`src/rtl/ara_pkg.sv`:
```
// Slice of Ara's shared package: instruction IDs, functional-unit enum, the PE request
// record and the helper that maps a functional unit onto its target PE mask.
package ara_pkg;

    localparam int unsigned NrVInsn = 8;
    localparam int unsigned NrLanes = 1;
    localparam int unsigned NrPEs   = NrLanes + 4;

    // PE index layout: lanes first, then the four units
    localparam int unsigned OffsetStore = NrLanes;
    localparam int unsigned OffsetLoad  = NrLanes + 1;
    localparam int unsigned OffsetMask  = NrLanes + 2;
    localparam int unsigned OffsetSlide = NrLanes + 3;

    typedef logic [$clog2(NrVInsn)-1:0] vid_t;

    typedef enum logic [2:0] {
        VFU_None,
        VFU_Alu,
        VFU_MFpu,
        VFU_SlideUnit,
        VFU_MaskUnit,
        VFU_LoadUnit,
        VFU_StoreUnit
    } vfu_e;

    typedef struct packed {
        vid_t               id;
        logic [7:0]         op;
        vfu_e               vfu;
        logic [4:0]         vs1;
        logic [4:0]         vs2;
        logic [4:0]         vd;
        logic               vm;
        logic [15:0]        vl;
        logic [NrVInsn-1:0] hazard_vs1;
        logic [NrVInsn-1:0] hazard_vs2;
        logic [NrVInsn-1:0] hazard_vd;
        logic [NrVInsn-1:0] hazard_vm;
        logic [NrVInsn-1:0] vinsn_running;
    } pe_req_t;

    // Every real unit involves the lanes; a masked instruction (vm = 0) also needs the mask unit.
    function automatic logic [NrPEs-1:0] pe_mask(vfu_e vfu, logic vm);
        logic [NrPEs-1:0] m;
        m = '0;
        if (vfu != VFU_None) begin
            m[NrLanes-1:0] = '1;
            if (!vm) m[OffsetMask] = 1'b1;
        end
        case (vfu)
            VFU_LoadUnit:  m[OffsetLoad]  = 1'b1;
            VFU_StoreUnit: m[OffsetStore] = 1'b1;
            VFU_SlideUnit: m[OffsetSlide] = 1'b1;
            VFU_MaskUnit:  m[OffsetMask]  = 1'b1;
            default:       ;
        endcase
        return m;
    endfunction

endpackage

```
`src/rtl/ara_pe_req_broadcast.sv`:
```
// Queues sequencer requests and broadcasts the head to a per-request PE subset; each PE
// accepts independently and queued hazard bits are pruned every cycle.
module ara_pe_req_broadcast
    import ara_pkg::pe_req_t;
#(
    parameter int unsigned NrPEs   = 5,
    parameter int unsigned NrVInsn = ara_pkg::NrVInsn,
    parameter int unsigned Depth   = 2
) (
    input  logic               clk_i,
    input  logic               rst_i,
    input  pe_req_t            req_i,
    input  logic [NrPEs-1:0]   req_pes_i,
    input  logic               req_valid_i,
    output logic               req_ready_o,
    input  logic [NrVInsn-1:0] vinsn_running_i,
    output pe_req_t            pe_req_o,
    output logic [NrPEs-1:0]   pe_req_valid_o,
    input  logic [NrPEs-1:0]   pe_req_ready_i,
    output logic               busy_o,
    output logic [15:0]        stall_cycles_o
);

    localparam int unsigned PtrW = $clog2(Depth);

    function automatic pe_req_t prune(pe_req_t r, logic [NrVInsn-1:0] running);
        pe_req_t p;
        p               = r;
        p.hazard_vs1    = r.hazard_vs1 & running;
        p.hazard_vs2    = r.hazard_vs2 & running;
        p.hazard_vd     = r.hazard_vd  & running;
        p.hazard_vm     = r.hazard_vm  & running;
        p.vinsn_running = running;
        return p;
    endfunction

    pe_req_t          r_data [Depth];
    logic [NrPEs-1:0] r_pend [Depth];
    logic [PtrW-1:0]  r_wptr;
    logic [PtrW-1:0]  r_rptr;
    logic [PtrW:0]    r_count;
    logic [15:0]      r_stall;

    pe_req_t          w_data_next [Depth];
    logic [NrPEs-1:0] w_pend_next [Depth];
    logic             w_empty;
    logic             w_full;
    logic             w_push;
    logic             w_pop;
    logic [NrPEs-1:0] w_valid;
    logic [NrPEs-1:0] w_acc;
    logic [NrPEs-1:0] w_left;

    assign w_empty     = (r_count == '0);
    assign w_full      = (r_count == (PtrW+1)'(Depth));
    assign req_ready_o = !w_full && !rst_i;
    // A request with no targets is swallowed by the handshake and never stored
    assign w_push      = req_valid_i && req_ready_o && (|req_pes_i);

    assign w_valid = w_empty ? '0 : r_pend[r_rptr];
    assign w_acc   = w_valid & pe_req_ready_i;
    assign w_left  = w_valid & ~pe_req_ready_i;
    assign w_pop   = !w_empty && (w_left == '0);

    assign pe_req_o       = w_empty ? '0 : r_data[r_rptr];
    assign pe_req_valid_o = w_valid;
    assign busy_o         = !w_empty;
    assign stall_cycles_o = r_stall;

    for (genvar gi = 0; gi < Depth; gi++) begin : g_entry
        localparam logic [PtrW-1:0] Idx = PtrW'(gi);
        logic w_wr;
        logic w_is_head;

        assign w_wr        = w_push && (r_wptr == Idx);
        assign w_is_head   = !w_empty && (r_rptr == Idx);
        // Refreshing free slots is harmless: they are overwritten on their next write
        assign w_data_next[gi] = prune(w_wr ? req_i : r_data[gi], vinsn_running_i);
        assign w_pend_next[gi] = w_wr      ? req_pes_i :
                                 w_is_head ? (r_pend[gi] & ~w_acc) : r_pend[gi];
    end

    always_ff @(posedge clk_i or posedge rst_i) begin
        if (rst_i) begin
            for (int unsigned i = 0; i < Depth; i++) begin
                r_data[i] <= '0;
                r_pend[i] <= '0;
            end
            r_wptr  <= '0;
            r_rptr  <= '0;
            r_count <= '0;
            r_stall <= '0;
        end else begin
            for (int unsigned i = 0; i < Depth; i++) begin
                r_data[i] <= w_data_next[i];
                r_pend[i] <= w_pend_next[i];
            end
            if (w_push) r_wptr <= r_wptr + PtrW'(1);
            if (w_pop)  r_rptr <= r_rptr + PtrW'(1);
            r_count <= r_count + (PtrW+1)'(w_push) - (PtrW+1)'(w_pop);
            if (w_pop)
                r_stall <= '0;
            else if (!w_empty && r_stall != 16'hFFFF)
                r_stall <= r_stall + 16'd1;
        end
    end

endmodule

```
`config.mk`:
```
export PLATFORM = sky130hd
export DESIGN_NAME = ara_pe_req_broadcast
export DESIGN_NICKNAME = d
export VERILOG_FILES = /design/src/rtl/ara_pkg.sv /design/src/rtl/ara_pe_req_broadcast.sv
export SDC_FILE = /design/constraint.sdc
export NUM_CORES = 1
export LEC_CHECK = 0
export BUFFER_PORTS_ARGS = -buffer_cell sky130_fd_sc_hd__buf_2
export CORE_ASPECT_RATIO = 1.5
export CORE_MARGIN = 3
export CORE_UTILIZATION = 45
export DETAILED_ROUTE_END_ITERATION = 10
export PLACE_DENSITY_LB_ADDON = 0.15
export REMOVE_ABC_BUFFERS = 1
export SYNTH_ARGS = -nofsm -noshare
export SYNTH_HDL_FRONTEND = slang
export SYNTH_SLANG_ARGS = --single-unit
```
`constraint.sdc`:
```
create_clock -name clk_i -period 7.9 [get_ports clk_i]
set_input_delay 0.79 -clock clk_i [delete_from_list [all_inputs] [get_ports clk_i]]
set_output_delay 0.79 -clock clk_i [all_outputs]
set_load 0.02 [all_outputs]
```
# ---- Word level (Yosys, flattened, before mapping)
# Index checks and enable logic that the tools add are counted.
dict set report totals {
  in_bits 107
  ff_bits 194
  mem_count 0
  elab_cells 90
  latchBits 0
  ramBits 0
  out_inout_bits 109
  mem_bits_ro 0
}
dict set report classes {
  n_shift 0
  mux 16
  eq_ne 2
  addsub 5
  n_div 0
  bitwise 17
  mul 0
  magnitude_cmp 1
  n_reduce_logical 18
}
# op n
set ops {}
lappend ops {{86-bit 2-to-1 mux} 4}
lappend ops {{40-bit 2-to-1 mux} 2}
lappend ops {{8-bit bitwise AND} 8}
lappend ops {{5-bit 2-to-1 mux} 8}
lappend ops {{16-bit 2-to-1 mux} 2}
lappend ops {{5-bit bitwise AND} 4}
lappend ops {{16-bit by 1-bit adder with 16-bit output, second input constant} 1}
lappend ops {{16-bit != test, second input constant} 1}
lappend ops {{5-bit inverter} 2}
lappend ops {{1-bit logical AND} 9}
lappend ops {{2-bit nonzero test} 3}
lappend ops {{5-bit zero test} 1}
lappend ops {{5-bit OR reduction} 1}
lappend ops {{1-bit zero test} 3}
lappend ops {{1-bit adder, second input constant} 2}
lappend ops {{2-bit by 1-bit adder with 2-bit output} 1}
lappend ops {{2-bit == test, second input constant} 1}
lappend ops {{2-bit >= comparator, second input constant} 1}
lappend ops {{2-bit zero test} 1}
lappend ops {{1-bit inverter} 2}
lappend ops {{1-bit inverter with 2-bit output} 1}
lappend ops {{2-bit by 1-bit subtractor with 2-bit output} 1}

# ---- Depth between registers and ports, before layout
dict set report depth {
  depth_word 10
  ltp_mapped 10
  depth_no_buf 9
}

# ---- Worst setup path before layout
# OpenSTA, ideal clock, no wires.
dict set report synth_timing {
  kind {input -> register}
  start {in rst_i}
  end {reg r_data[79] (netlist bit)}
  t_required_ps 7775
  n_path_buf 1
  cell_stages 5
  slack_ps 1038
  setup_ps 125
  t_arrival_ps 6737
  cell_sequence {inv_1 > o211ai_1 > nor3_2 > buf_2 > mux2_2}
}
dict set report synth_via {
  elab_chain_cells 5
}
# item line
set synth_rtl {}
lappend synth_rtl {{from (decl)} ara_pe_req_broadcast.sv:11} ;# input logic rst_i,
lappend synth_rtl {{1-bit zero test (no source line)} n/a}
lappend synth_rtl {{1-bit logical AND} ara_pe_req_broadcast.sv:56} ;# assign req_ready_o = !w_full && !rst_i;
lappend synth_rtl {{1-bit logical AND (2 in a row)} ara_pe_req_broadcast.sv:58} ;# assign w_push = req_valid_i && req_ready_o && (|req_pes_i);
lappend synth_rtl {{1-bit logical AND} ara_pe_req_broadcast.sv:75} ;# assign w_wr = w_push && (r_wptr == Idx);
lappend synth_rtl {{to (signal, indexed assignment)} ara_pe_req_broadcast.sv:95} ;# r_data[i] <= w_data_next[i];
lappend synth_rtl {{to (decl)} ara_pe_req_broadcast.sv:37} ;# pe_req_t r_data [Depth];
# Every way passes these cells.
# A chain may end at the register's enable or synchronous reset.

# ---- Worst setup path after layout
dict set report layout_timing {
  start {reg r_rptr}
  end {reg r_count[1]}
}
dict set report layout_via {
  elab_chain_cells 9
}
# item line
set layout_rtl {}
lappend layout_rtl {{from (decl)} ara_pe_req_broadcast.sv:40} ;# logic [PtrW-1:0] r_rptr;
lappend layout_rtl {{from (signal assigned)} ara_pe_req_broadcast.sv:99} ;# if (w_pop) r_rptr <= r_rptr + PtrW'(1);
lappend layout_rtl {{1-bit inverter with 2-bit output (implied by the code)} ara_pe_req_broadcast.sv:60} ;# assign w_valid = w_empty ? '0 : r_pend[r_rptr];
lappend layout_rtl {{5-bit 2-to-1 mux (implied by the code) (3 in a row)} ara_pe_req_broadcast.sv:60}
lappend layout_rtl {{5-bit 2-to-1 mux} ara_pe_req_broadcast.sv:60}
lappend layout_rtl {{5-bit bitwise AND} ara_pe_req_broadcast.sv:62} ;# assign w_left = w_valid & ~pe_req_ready_i;
lappend layout_rtl {{5-bit zero test} ara_pe_req_broadcast.sv:63} ;# assign w_pop = !w_empty && (w_left == '0);
lappend layout_rtl {{1-bit logical AND} ara_pe_req_broadcast.sv:63}
lappend layout_rtl {{2-bit by 1-bit subtractor with 2-bit output} ara_pe_req_broadcast.sv:100} ;# r_count <= r_count + (PtrW+1)'(w_push) - (PtrW+1)'(w_pop);
lappend layout_rtl {{to (signal assigned)} ara_pe_req_broadcast.sv:100}
lappend layout_rtl {{to (decl)} ara_pe_req_broadcast.sv:41} ;# logic [PtrW:0] r_count;
# Every way passes these cells. The select of a mux whose other input is x is not followed.

==> results.json <==
{
  "status": "finished, final reports clean",
  "critical_path_required_ns": 8.25,
  "crit_arrival_ns": 3.96,
  "critPathBufInv": 3,
  "skew_ns": 0.00910,
  "fp.dieH_microns": 184,
  "tritoncts": "done",
  "initial_core_util": 0.463,
  "viasPerCell": 5.70,
  "ff2ff_path_depth": 10,
  "hp-class": "input port to async pin",
  "area_growth_pct": 19.6,
  "synth_area_leaders": "dfrtp_1 51%, mux2_2 11%, mux2i_1 8.7%",
  "grt_pass1_vias": 7547,
  "wl_per_cell_microns": 18.3,
  "seq_area_frac_synth": 0.510,
  "worstPathMaxFanout": 46,
  "io_pins": 216,
  "drtIter0Drc": 449,
  "cts_max_level": 4,
  "clk_root_buffer_cell": "clkbuf_16",
  "worstSetupPathDepth": 10,
  "post-place-ws_ns": 4.26,
  "via_count": 7516,
  "setup_viol": 0,
  "setup_ws_ns": 4.29,
  "end_kind": "flip-flop",
  "fmax_ghz": 0.277,
  "min_period_over_period": 0.456,
  "p_per_area_nw_per_um2": 379,
  "clk_pin_slew_ns": 0.07,
  "rsz0062_at_grt": "no",
  "routed_wirelength_microns": 24200,
  "cts_inserted_buffers": 17,
  "core_area_sq_um": 20600,
  "slew_violations": 0,
  "ctsResizeCount": 0,
  "rows": 64,
  "yosys.area.top_type_share": 0.510,
  "synth_area_leader_cell": "dfrtp_1",
  "grt_max_degree": 96,
  "remaining_drc_errors": 0,
  "ir_worst_vdd_v": 0.000155,
  "worstSkewPairLatency_ns": 0.43,
  "netlist_area_sq_um": 9520,
  "dr.pass1.iters": 4,
  "fillers": 1872,
  "nets": 1151,
  "tightest_slew_ns": 1.06,
  "grt.total_usage": 0.211,
  "synth.avg_cell_area_sq_um": 10.9,
  "synthCells": 876,
  "dp_hpwl_microns": 15000,
  "holdBufCountCts": 0,
  "cp_cell_sequence": "buf_4, mux2i_1, o221ai_1, nor4_4, buf_4, ha_1, inv_1, ha_1, xnor2_1, xnor2_1",
  "yosysWarnings": 0,
  "cp_top_family": "buffers and inverters",
  "ant_nets": 0,
  "cts_max_path_buffers": 2,
  "cap_viol_max_count": 0,
  "antenna_found_initial": 3,
  "drive_gt1_frac": 0.349,
  "start_kind": "flip-flop",
  "die_w_microns": 125,
  "slowest_stage": "dfrtp_4",
  "grt_pass1_wl_microns": 39500,
  "period_minus_slack_ns": 3.61,
  "grt.overflow.total": 0,
  "total_leakage_power_nw": 5.36,
  "cts_setup_buffers": 0,
  "synth_ff_type": "dfrtp_1",
  "final-hold-violation-count": 0,
  "final_util": 0.553,
  "die_area_sq_um": 23000,
  "path_class": "flip-flop to flip-flop",
  "synth_cell_type_count": 41,
  "portBuffers": 207,
  "cts.sinks": 194,
  "gp_congestion": 0.767,
  "async_reset_ff_frac": 1.00,
  "ys_ff_latch": 194,
  "slowest_delay_ns": 0.98,
  "synth_edf_count": 0,
  "slew_headroom": 0.287
}
-- layout make-up --
| class | instances | area, sq um | share of cell area |
|---|---|---|---|
| flip-flops and latches | 194 | 4860 | 0.427 |
| clock buffers | 20 | 457 | 0.0401 |
| multi-input cells | 589 | 4310 | 0.379 |
| diodes | 1 | 2.50 | 0.000220 |
| well taps | 264 | 330 | 0.0290 |
| clock inverters | 11 | 199 | 0.0175 |
| repair buffers | 223 | 1160 | 0.102 |
| inverters | 16 | 67.6 | 0.00594 |
-- power by group --
group          total [W]  switching, W  internal, W
sequential       0.00152      0.000218      0.00131
clock           0.000961      0.000381     0.000581
combinational    0.00183       0.00110     0.000730
-- worst reg2reg max path, stage by stage (launching register included) --
cell	delay (ns)
dfrtp_4	0.98
buf_4	0.77
mux2i_1	0.35
o221ai_1	0.24
nor4_4	0.18
buf_4	0.28
ha_1	0.27
inv_1	0.05
ha_1	0.15
xnor2_1	0.13
xnor2_1	0.13
-- stage by stage --
stage | hold slack (ns) | instances | TNS [ns] | cell area, sq um | power (W)
6_report | 0.470 | 1318 | 0 | 11400 | 0.00432
3_5_place_dp | 0.494 | 1286 | 0 | 10700 | 0.00341
4_1_cts | 0.444 | 1317 | 0 | 11400 | 0.00438
2_1_floorplan | 0.479 | 799 | -403.72 | 9210 | 0.00284
5_1_grt | 0.453 | 1318 | 0 | 11400 | 0.00460
3_3_place_gp | 0.486 | 1286 | 0 | 10700 | 0.00338
-- logic make-up after synthesis --
group / synth area share
flops: 0.510
xor+xnor: 0.00368
mux: 0.202
compound gates: 0.116
fa+ha+maj: 0.00394
simple gates: 0.126
buf+inv: 0.0390
-- flip-flops by register name, indices dropped and copies added, names as in the netlist --
register / cells
r_count: 2
stall_cycles_o: 16
r_rptr: 1
r_pend: 10
r_data: 164
r_wptr: 1
-- cell usage after synthesis, drive strengths merged (3+ instances only) --
cell type	n
xnor2	3
nand4	68
or3	6
nor4	4
nor3	9
buf	28
nor2	88
o21ai	13
nand2	12
clkbuf	49
inv	16
mux2i	83
dfrtp	194
and2	9
a21boi	5
or4	7
a21oi	78
o31ai	69
nand3	20
ha	3
mux2	97
-- cells in the final DEF, fill, tap and decap left out, types with 2 or more instances in the layout --
cell type and count:
o41ai_1 2, or3_1 6, buf_4 16, nor4_1 3
dfrtp_1 192, mux2i_1 83, nor3_2 2, nor2_1 87
or4_4 2, ha_1 3, clkbuf_16 17, bufinv_16 5
nand3_1 20, inv_6 2, mux2_2 97, o31ai_1 69
buf_2 207, o21ai_0 13, nand4_1 66, clkbuf_8 2
nand2_1 11, and2_1 8, clkinv_4 3, inv_1 14
xnor2_1 3, a21oi_1 77, and4_1 2, or4_1 5
a21boi_0 5, nor3_1 7
-- worst paths after layout --
kind	start	to	slack, ns
max	r_rptr	r_count[1]	4.29
min	rst_i	r_data[151]	0.47
max reg2reg	r_rptr	r_count[1]	4.29
min reg2reg	r_data[61]	r_data[61]	0.51
max in group asynchronous	rst_i	r_rptr	6.24
min in group clk_i	vinsn_running_i[0]	r_data[0]	0.47
-- routing by layer --
metal | wire length [microns] | track usage | vias to the layer above | share of wire
met4 | 369 | 0.0597 | 4 | 0.015
met2 | 12300 | 0.358 | 198 | 0.51
met3 | 1350 | 0.0528 | 29 | 0.056
met5 | 14 | 0 | - | 0.00058
li1 | - | - | 3567 | -
met1 | 10200 | 0.269 | 3718 | 0.42
Power figures use the tool's default switching activity.
